## src/rtl/rv32m_pkg.sv

```systemverilog
// rtl/rv32m_pkg.sv - shared constants, state encoding and operand-forwarding helper for the M-extension unit
package rv32m_pkg;

   localparam int XLEN = 32;

   localparam logic [2:0] F3_MUL    = 3'b000;
   localparam logic [2:0] F3_MULH   = 3'b001;
   localparam logic [2:0] F3_MULHSU = 3'b010;
   localparam logic [2:0] F3_MULHU  = 3'b011;
   localparam logic [2:0] F3_DIV    = 3'b100;
   localparam logic [2:0] F3_DIVU   = 3'b101;
   localparam logic [2:0] F3_REM    = 3'b110;
   localparam logic [2:0] F3_REMU   = 3'b111;

   localparam logic [1:0] FWD_REG = 2'b00;
   localparam logic [1:0] FWD_MEM = 2'b10;
   localparam logic [1:0] FWD_WB  = 2'b11;

   typedef enum logic [1:0] {
      S_IDLE = 2'd0,
      S_MUL  = 2'd1,
      S_DIV  = 2'd2,
      S_DONE = 2'd3
   } md_state_e;

   // The reserved code 01 falls back to the register-file value.
   function automatic logic [XLEN-1:0] fwd_select(input logic [1:0] sel,
                                                  input logic [XLEN-1:0] rs,
                                                  input logic [XLEN-1:0] mem,
                                                  input logic [XLEN-1:0] wb);
      case (sel)
         FWD_MEM: return mem;
         FWD_WB:  return wb;
         default: return rs;
      endcase
   endfunction

endpackage

```

## src/rtl/ex_div_iter.sv

```systemverilog
// rtl/ex_div_iter.sv - radix-2 restoring divider on unsigned magnitudes, one quotient bit per step
module ex_div_iter (
   input  logic        i_clk,
   input  logic        i_rst,
   input  logic        i_start,
   input  logic        i_step,
   input  logic [31:0] i_dividend,
   input  logic [31:0] i_divisor,
   output logic [4:0]  o_count,
   output logic [31:0] o_quotient,
   output logic [31:0] o_remainder
);

   logic [31:0] r_quo;
   logic [31:0] r_rem;
   logic [31:0] r_divisor;
   logic [4:0]  r_count;
   logic [32:0] w_shift;
   logic [32:0] w_trial;
   logic        w_fits;

   // Borrow out of the 33-bit trial subtraction means the divisor did not fit.
   assign w_shift = {r_rem, r_quo[31]};
   assign w_trial = w_shift - {1'b0, r_divisor};
   assign w_fits  = !w_trial[32];

   // Outputs are the values after the current step, so the parent can
   // capture the final result on the same cycle as the last step.
   assign o_quotient  = {r_quo[30:0], w_fits};
   assign o_remainder = w_fits ? w_trial[31:0] : w_shift[31:0];
   assign o_count     = r_count;

   always_ff @(posedge i_clk) begin
      if (i_rst) begin
         r_quo     <= '0;
         r_rem     <= '0;
         r_divisor <= '0;
         r_count   <= '0;
      end else if (i_start) begin
         r_quo     <= i_dividend;
         r_rem     <= '0;
         r_divisor <= i_divisor;
         r_count   <= '0;
      end else if (i_step) begin
         r_quo     <= o_quotient;
         r_rem     <= o_remainder;
         r_count   <= r_count + 5'd1;
      end
   end

endmodule

```

## src/rtl/ex_muldiv_unit.sv

```systemverilog
// rtl/ex_muldiv_unit.sv - RV32M execute-stage multiply/divide unit with operand forwarding and pipeline stall
module ex_muldiv_unit
   import rv32m_pkg::*;
(
   input  logic        i_clk,
   input  logic        i_rst,
   input  logic        i_valid,
   input  logic [2:0]  i_funct3,
   input  logic [31:0] i_rs1_data,
   input  logic [31:0] i_rs2_data,
   input  logic [31:0] i_MEM_alu_result,
   input  logic [31:0] i_WB_data,
   input  logic [1:0]  i_ctrl_ForwardA,
   input  logic [1:0]  i_ctrl_ForwardB,
   input  logic        i_flush,
   output logic        o_stall,
   output logic        o_done,
   output logic [31:0] o_result
);

   md_state_e   r_state;
   md_state_e   w_state_next;
   logic [2:0]  r_funct3;
   logic [31:0] r_op_a;
   logic [31:0] r_op_b;
   logic [31:0] r_result;
   logic        r_done;

   logic [31:0] w_op_a;
   logic [31:0] w_op_b;
   logic        w_accept;
   logic        w_in_signed;
   logic        w_div0;
   logic        w_ovf;
   logic [31:0] w_special;
   logic [31:0] w_mag_a;
   logic [31:0] w_mag_b;

   logic        w_load;
   logic [31:0] w_result_next;

   assign w_op_a   = fwd_select(i_ctrl_ForwardA, i_rs1_data, i_MEM_alu_result, i_WB_data);
   assign w_op_b   = fwd_select(i_ctrl_ForwardB, i_rs2_data, i_MEM_alu_result, i_WB_data);
   assign w_accept = (r_state == S_IDLE) && i_valid && !i_flush;

   // Divide-class decode on the live operands; DIV and REM are the signed ones (funct3[0]=0).
   assign w_in_signed = !i_funct3[0];
   assign w_div0      = (w_op_b == 32'd0);
   assign w_ovf       = w_in_signed && (w_op_a == 32'h8000_0000) && (w_op_b == 32'hFFFF_FFFF);
   assign w_special   = i_funct3[1] ? (w_div0 ? w_op_a : 32'd0)
                                    : (w_div0 ? 32'hFFFF_FFFF : 32'h8000_0000);
   assign w_mag_a     = (w_in_signed && w_op_a[31]) ? (32'd0 - w_op_a) : w_op_a;
   assign w_mag_b     = (w_in_signed && w_op_b[31]) ? (32'd0 - w_op_b) : w_op_b;

   // Multiply: both operands extended to 64 bits, so one modular product covers all four ops.
   logic        w_a_sext;
   logic        w_b_sext;
   logic [63:0] w_a64;
   logic [63:0] w_b64;
   logic [63:0] w_prod;
   logic [31:0] w_mul_result;

   assign w_a_sext     = ((r_funct3 == F3_MULH) || (r_funct3 == F3_MULHSU)) && r_op_a[31];
   assign w_b_sext     = (r_funct3 == F3_MULH) && r_op_b[31];
   assign w_a64        = {{32{w_a_sext}}, r_op_a};
   assign w_b64        = {{32{w_b_sext}}, r_op_b};
   assign w_prod       = w_a64 * w_b64;
   assign w_mul_result = (r_funct3 == F3_MUL) ? w_prod[31:0] : w_prod[63:32];

   logic [4:0]  w_div_count;
   logic [31:0] w_quo_mag;
   logic [31:0] w_rem_mag;
   logic        w_div_signed;
   logic [31:0] w_quo_fix;
   logic [31:0] w_rem_fix;
   logic [31:0] w_div_result;

   ex_div_iter u_div (
      .i_clk       (i_clk),
      .i_rst       (i_rst),
      .i_start     (w_accept),
      .i_step      (r_state == S_DIV),
      .i_dividend  (w_mag_a),
      .i_divisor   (w_mag_b),
      .o_count     (w_div_count),
      .o_quotient  (w_quo_mag),
      .o_remainder (w_rem_mag)
   );

   assign w_div_signed = !r_funct3[0];
   assign w_quo_fix    = (w_div_signed && (r_op_a[31] ^ r_op_b[31])) ? (32'd0 - w_quo_mag) : w_quo_mag;
   assign w_rem_fix    = (w_div_signed && r_op_a[31]) ? (32'd0 - w_rem_mag) : w_rem_mag;
   assign w_div_result = r_funct3[1] ? w_rem_fix : w_quo_fix;

   always_ff @(posedge i_clk) begin
      if (i_rst) begin
         r_state  <= S_IDLE;
         r_funct3 <= '0;
         r_op_a   <= '0;
         r_op_b   <= '0;
         r_result <= '0;
         r_done   <= 1'b0;
      end else begin
         r_state <= w_state_next;
         r_done  <= (w_state_next == S_DONE);
         if (w_accept) begin
            r_funct3 <= i_funct3;
            r_op_a   <= w_op_a;
            r_op_b   <= w_op_b;
         end
         if (w_load) begin
            r_result <= w_result_next;
         end
      end
   end

   always_comb begin
      w_state_next  = r_state;
      w_load        = 1'b0;
      w_result_next = r_result;
      o_stall       = 1'b0;
      case (r_state)
         S_IDLE: begin
            if (w_accept) begin
               o_stall = 1'b1;
               if (!i_funct3[2]) begin
                  w_state_next = S_MUL;
               end else if (w_div0 || w_ovf) begin
                  w_state_next  = S_DONE;
                  w_load        = 1'b1;
                  w_result_next = w_special;
               end else begin
                  w_state_next = S_DIV;
               end
            end
         end
         S_MUL: begin
            o_stall       = 1'b1;
            w_state_next  = S_DONE;
            w_load        = 1'b1;
            w_result_next = w_mul_result;
         end
         S_DIV: begin
            o_stall = 1'b1;
            if (w_div_count == 5'd31) begin
               w_state_next  = S_DONE;
               w_load        = 1'b1;
               w_result_next = w_div_result;
            end
         end
         S_DONE: begin
            w_state_next = S_IDLE;
         end
      endcase
      // A flush kills whatever is in EX, including a result about to be loaded.
      if (i_flush) begin
         w_state_next = S_IDLE;
         w_load       = 1'b0;
         o_stall      = 1'b0;
      end
   end

   assign o_done   = r_done;
   assign o_result = r_result;

endmodule

```

## config.mk

```make
export PLATFORM = sky130hd
export DESIGN_NAME = ex_muldiv_unit
export DESIGN_NICKNAME = d
export VERILOG_FILES = /design/src/rtl/rv32m_pkg.sv /design/src/rtl/ex_div_iter.sv /design/src/rtl/ex_muldiv_unit.sv
export SDC_FILE = /design/constraint.sdc
export NUM_CORES = 2
export LEC_CHECK = 0
export BUFFER_PORTS_ARGS = -buffer_cell sky130_fd_sc_hd__buf_2
export CAP_MARGIN = 20
export CELL_PAD_IN_SITES_DETAIL_PLACEMENT = 1
export CELL_PAD_IN_SITES_GLOBAL_PLACEMENT = 1
export CORE_MARGIN = 10
export CORE_UTILIZATION = 35
export CTS_BUF_LIST = sky130_fd_sc_hd__clkbuf_4 sky130_fd_sc_hd__clkbuf_8
export CTS_CLUSTER_DIAMETER = 60
export DETAILED_ROUTE_END_ITERATION = 8
export PLACE_DENSITY = 0.73
export RECOVER_POWER = 50
export SETUP_SLACK_MARGIN = 0.2
export SKIP_CTS_REPAIR_TIMING = 1
export SLEW_MARGIN = 20
export SYNTH_ARGS = -nofsm -noshare
export SYNTH_HDL_FRONTEND = slang
export SYNTH_SLANG_ARGS = --single-unit
```

## constraint.sdc

```tcl
create_clock -name i_clk -period 10.7 [get_ports i_clk]
set_input_delay 0.535 -clock i_clk [delete_from_list [all_inputs] [get_ports i_clk]]
set_output_delay 0.535 -clock i_clk [all_outputs]
set_load 0.1 [all_outputs]
```

==> qor.yml <==
global_routing:
  grt.total_usage_pct: 23.00
  grt_antenna_before_repair: 6
  grt_pass1_wl_um: 303100
  grt_max_degree: 83
  gr-total-overflow: 0
  grt_pass1_vias: 50190
clock_tree:
  clk_pin_slew_ns: 0.06
  cts.sinks: 202
  cts-root-buf: "clkbuf_8"
  htreeDepth: 2
  cts_buffers: 41
  clockBufferDepth: 3
  clk-insertion-delay-late_ns: 0.65
  cts_tree: "done"
timing:
  max_freq_ghz: 0.09823
  hold_viol_final: 0
  post-route-period-util_pct: 95.14
  worst_pin_slew_ns: 3.786
  finalClockSkew_ns: 0.02927
  drv_slew: 272
  rsz0062_at_grt: "false"
  tns_ns: 0
  finalSetupViolations: 0
  relSlewSlack_pct: -152.4
  fin_crit_ns: 10.18
final_layout:
  nFillCells: 18300
  drive_gt1_share_pct: 7.307
  nets: 7815
  area_growth_pct: 7.204
  final_cells: 8355
floorplanning:
  die_area_sq_um: 169300
  die_h_um: 411.5
  top_level_ports: 173
  dieWidth_um: 411.5
  start_util_pct: 35.28
  core_area_sq_um: 152100
  row_count: 143
placement:
  portBuffers: 172
  place_congestion: 0.9522
  numPlacedInstances: 8281
  dp_hpwl_um: 162200
critical_path:
  path_max_fanout: 12
  end_kind: "register"
  cpMaxStageDelayCell: "fa_1"
  cp.arrival_ns: 10.66
  path_common_cell: "fa_1"
  cp-start-kind: "register"
  cpPeakStageDelay_ns: 0.87
  crit_type: "register to register"
  worstPathRequired_ns: 11.18
synthesis:
  synth-simple-area-share_pct: 16.23
  synth_nets: 7843
  synthCells: 6322
  synth_compound_area_share_pct: 10.26
  muxShareOfSynthArea_pct: 3.018
  synth_xor_area_share_pct: 3.363
  synth_edf_count: 0
  ys_ff_latch: 202
  yosysWarnings: 0
  ys_async_sr_fraction_pct: 0
  synth_fa_ha_area_share_pct: 47.99
  ys_seq_area_share_pct: 7.538
  synth_top_flop_cell: "dfxtp_1"
  syn_area_per_cell_sq_um: 8.486
  ys_types: 111
  synth_top_family_by_area: "adder cells"
  netlist_area_sq_um: 53650
run_status:
  status: "finished with violations"
  violations: "max-capacitance violations, max-slew violations"
detailed_routing:
  dr.pass1.iters: 5
  wl_per_cell_um: 23.38
  vias: 44860
  routed_wl_um: 195400
  first_iter_violations: 3002
  via_per_inst: 5.369
  drc: 0
  antenna_left: 0
power_and_ir_drop:
  power_leakage_nw: 25.85
  peakVddDrop_uv: 71.66
  powerDensity_nw_per_um2: 62.12
  power.total_mw: 3.573
hold_path:
  hold_path.class: "input port to register"
flow_run:
  cap_violations: 6
## cell type report
class                   count  area, sq um  area share, %
clock buffers              61        795.8          1.384
diodes                      2        5.005       0.008702
flip-flops and latches    202         4051          7.044
well taps                2030         2540          4.416
multi-input cells        4488        43420          75.49
inverters                1247         4684          8.145
clock inverters            11        92.59         0.1610
repair buffers            314         1926          3.348
## metrics by stage
stage          instance area, sq um  utilization [%]  hold slack [ns]  worst slack, ns
6_report                      57510            37.82           0.1754           0.5197
5_1_grt                       57510            37.82           0.1792           0.2053
4_1_cts                       57560            37.85           0.1513           0.6191
3_5_place_dp                  56670            37.26           0.4471           0.6513
3_3_place_gp                  56650            37.25           0.4376           0.7948
2_1_floorplan                 53650                -           0.4319            1.521
## state kept, by name, indices dropped and copies added, names as in the netlist
register         count
o_done               1
o_result            32
r_funct3             3
r_op_a              32
r_op_b              32
r_state              2
u_div.o_count        5
u_div.r_divisor     31
u_div.r_quo         32
u_div.r_rem         32
## routing by layer
| metal | track usage [%] | part of all wire [%] |
|---|---|---|
| met1 | 29.49 | 41 |
| met2 | 39.26 | 49 |
| met3 | 3.404 | 6.2 |
| met4 | 8.239 | 4.1 |
| met5 | 0 | 0.013 |
## cells by family after synthesis
group,Yosys count
simple gates,1915
buf+inv,1632
fa+ha+maj,1382
compound gates,828
xor+xnor,206
flops,202
mux,157
## critical path, delay by kind of cell, from the launching register on
| family | cells | cell delay (ns) |
|---|---|---|
| flip-flops | 1 | 0.49 |
| AO/OA/AOI/OAI | 11 | 2.49 |
| adder cells (fa/ha/maj) | 9 | 4.87 |
| XOR/XNOR | 2 | 0.33 |
| AND/OR/NAND/NOR | 2 | 0.53 |
| buffers and inverters | 7 | 1.29 |
## report_power, final
group	internal, mW	switching, mW	leakage [nW]
Combinational	0.589	1.17	23.7
Clock	0.502	0.420	0.473
Sequential	0.790	0.102	1.65
## cell usage after synthesis (all sizes together), types with 8 or more instances
library cell  number  share of area, %
mux2i            122               2.3
or4                8              0.12
nor3              48              0.47
clkbuf           341               2.4
o221ai             9              0.15
o21bai             9              0.13
and2             326               3.8
a211o              9              0.15
nor2b             18              0.21
a31oi             27              0.37
a21o              56              0.79
o211ai            18              0.25
or2               18              0.21
nor4              23              0.32
xnor2            128               2.1
and3              20              0.24
inv             1247               8.7
o41ai             11              0.21
a221oi            18              0.33
buf               44              0.49
nand2            968               6.8
nand3             42              0.39
a2111oi            9              0.21
nand4             31              0.36
nor2             355               2.5
xor2              78               1.3
fa              1126                42
a22o               8              0.13
o21a              23              0.32
dfxtp            202               7.5
o21ai            155               1.5
nand2b            12              0.14
ha               256               6.0
a21oi            274               2.6
o31ai             14              0.28
a211oi           112               1.7
or3               21              0.26
mux2              35              0.73
## cell usage in the layout (no fill, tap or decap), types with 12 or more instances in the layout
cell type	netlist	layout
mux2i_1	121	120
nand2b_1	12	12
nor4_1	20	20
inv_1	1246	1245
a221oi_1	15	15
o21ai_0	131	131
xnor2_1	128	128
nor2b_1	18	17
a211oi_1	106	106
nor2_1	352	351
nand4_1	31	31
ha_1	256	255
fa_1	1126	1125
nor3_1	46	46
nand2_1	968	968
buf_2	28	137
a21o_1	55	55
a31oi_1	25	25
o21ai_1	23	23
o211ai_1	18	18
mux2_2	32	32
and2_1	322	322
nand3_1	42	42
or2_2	16	15
buf_4	5	134
a21oi_1	273	273
clkbuf_1	340	38
clkbuf_8	0	54
and3_1	19	19
o21a_1	22	22
dfxtp_1	202	196
xor2_1	78	78
or3_1	19	19
## worst paths after layout
check,from,cells after the start,slack [ns],end
worst max-delay path,r_funct3[0]$_SDFFE_PP0P_,31,0.52,o_result[31]$_SDFFE_PP0P_
worst min-delay path,i_flush,2,0.18,o_done$_SDFF_PP0_
worst max register to register,r_funct3[0]$_SDFFE_PP0P_,31,0.52,o_result[31]$_SDFFE_PP0P_
worst min register to register,u_div.r_divisor[22]$_SDFFE_PP0P_,2,0.47,u_div.r_divisor[22]$_SDFFE_PP0P_
No activity file was read; power rests on OpenSTA's default activity.
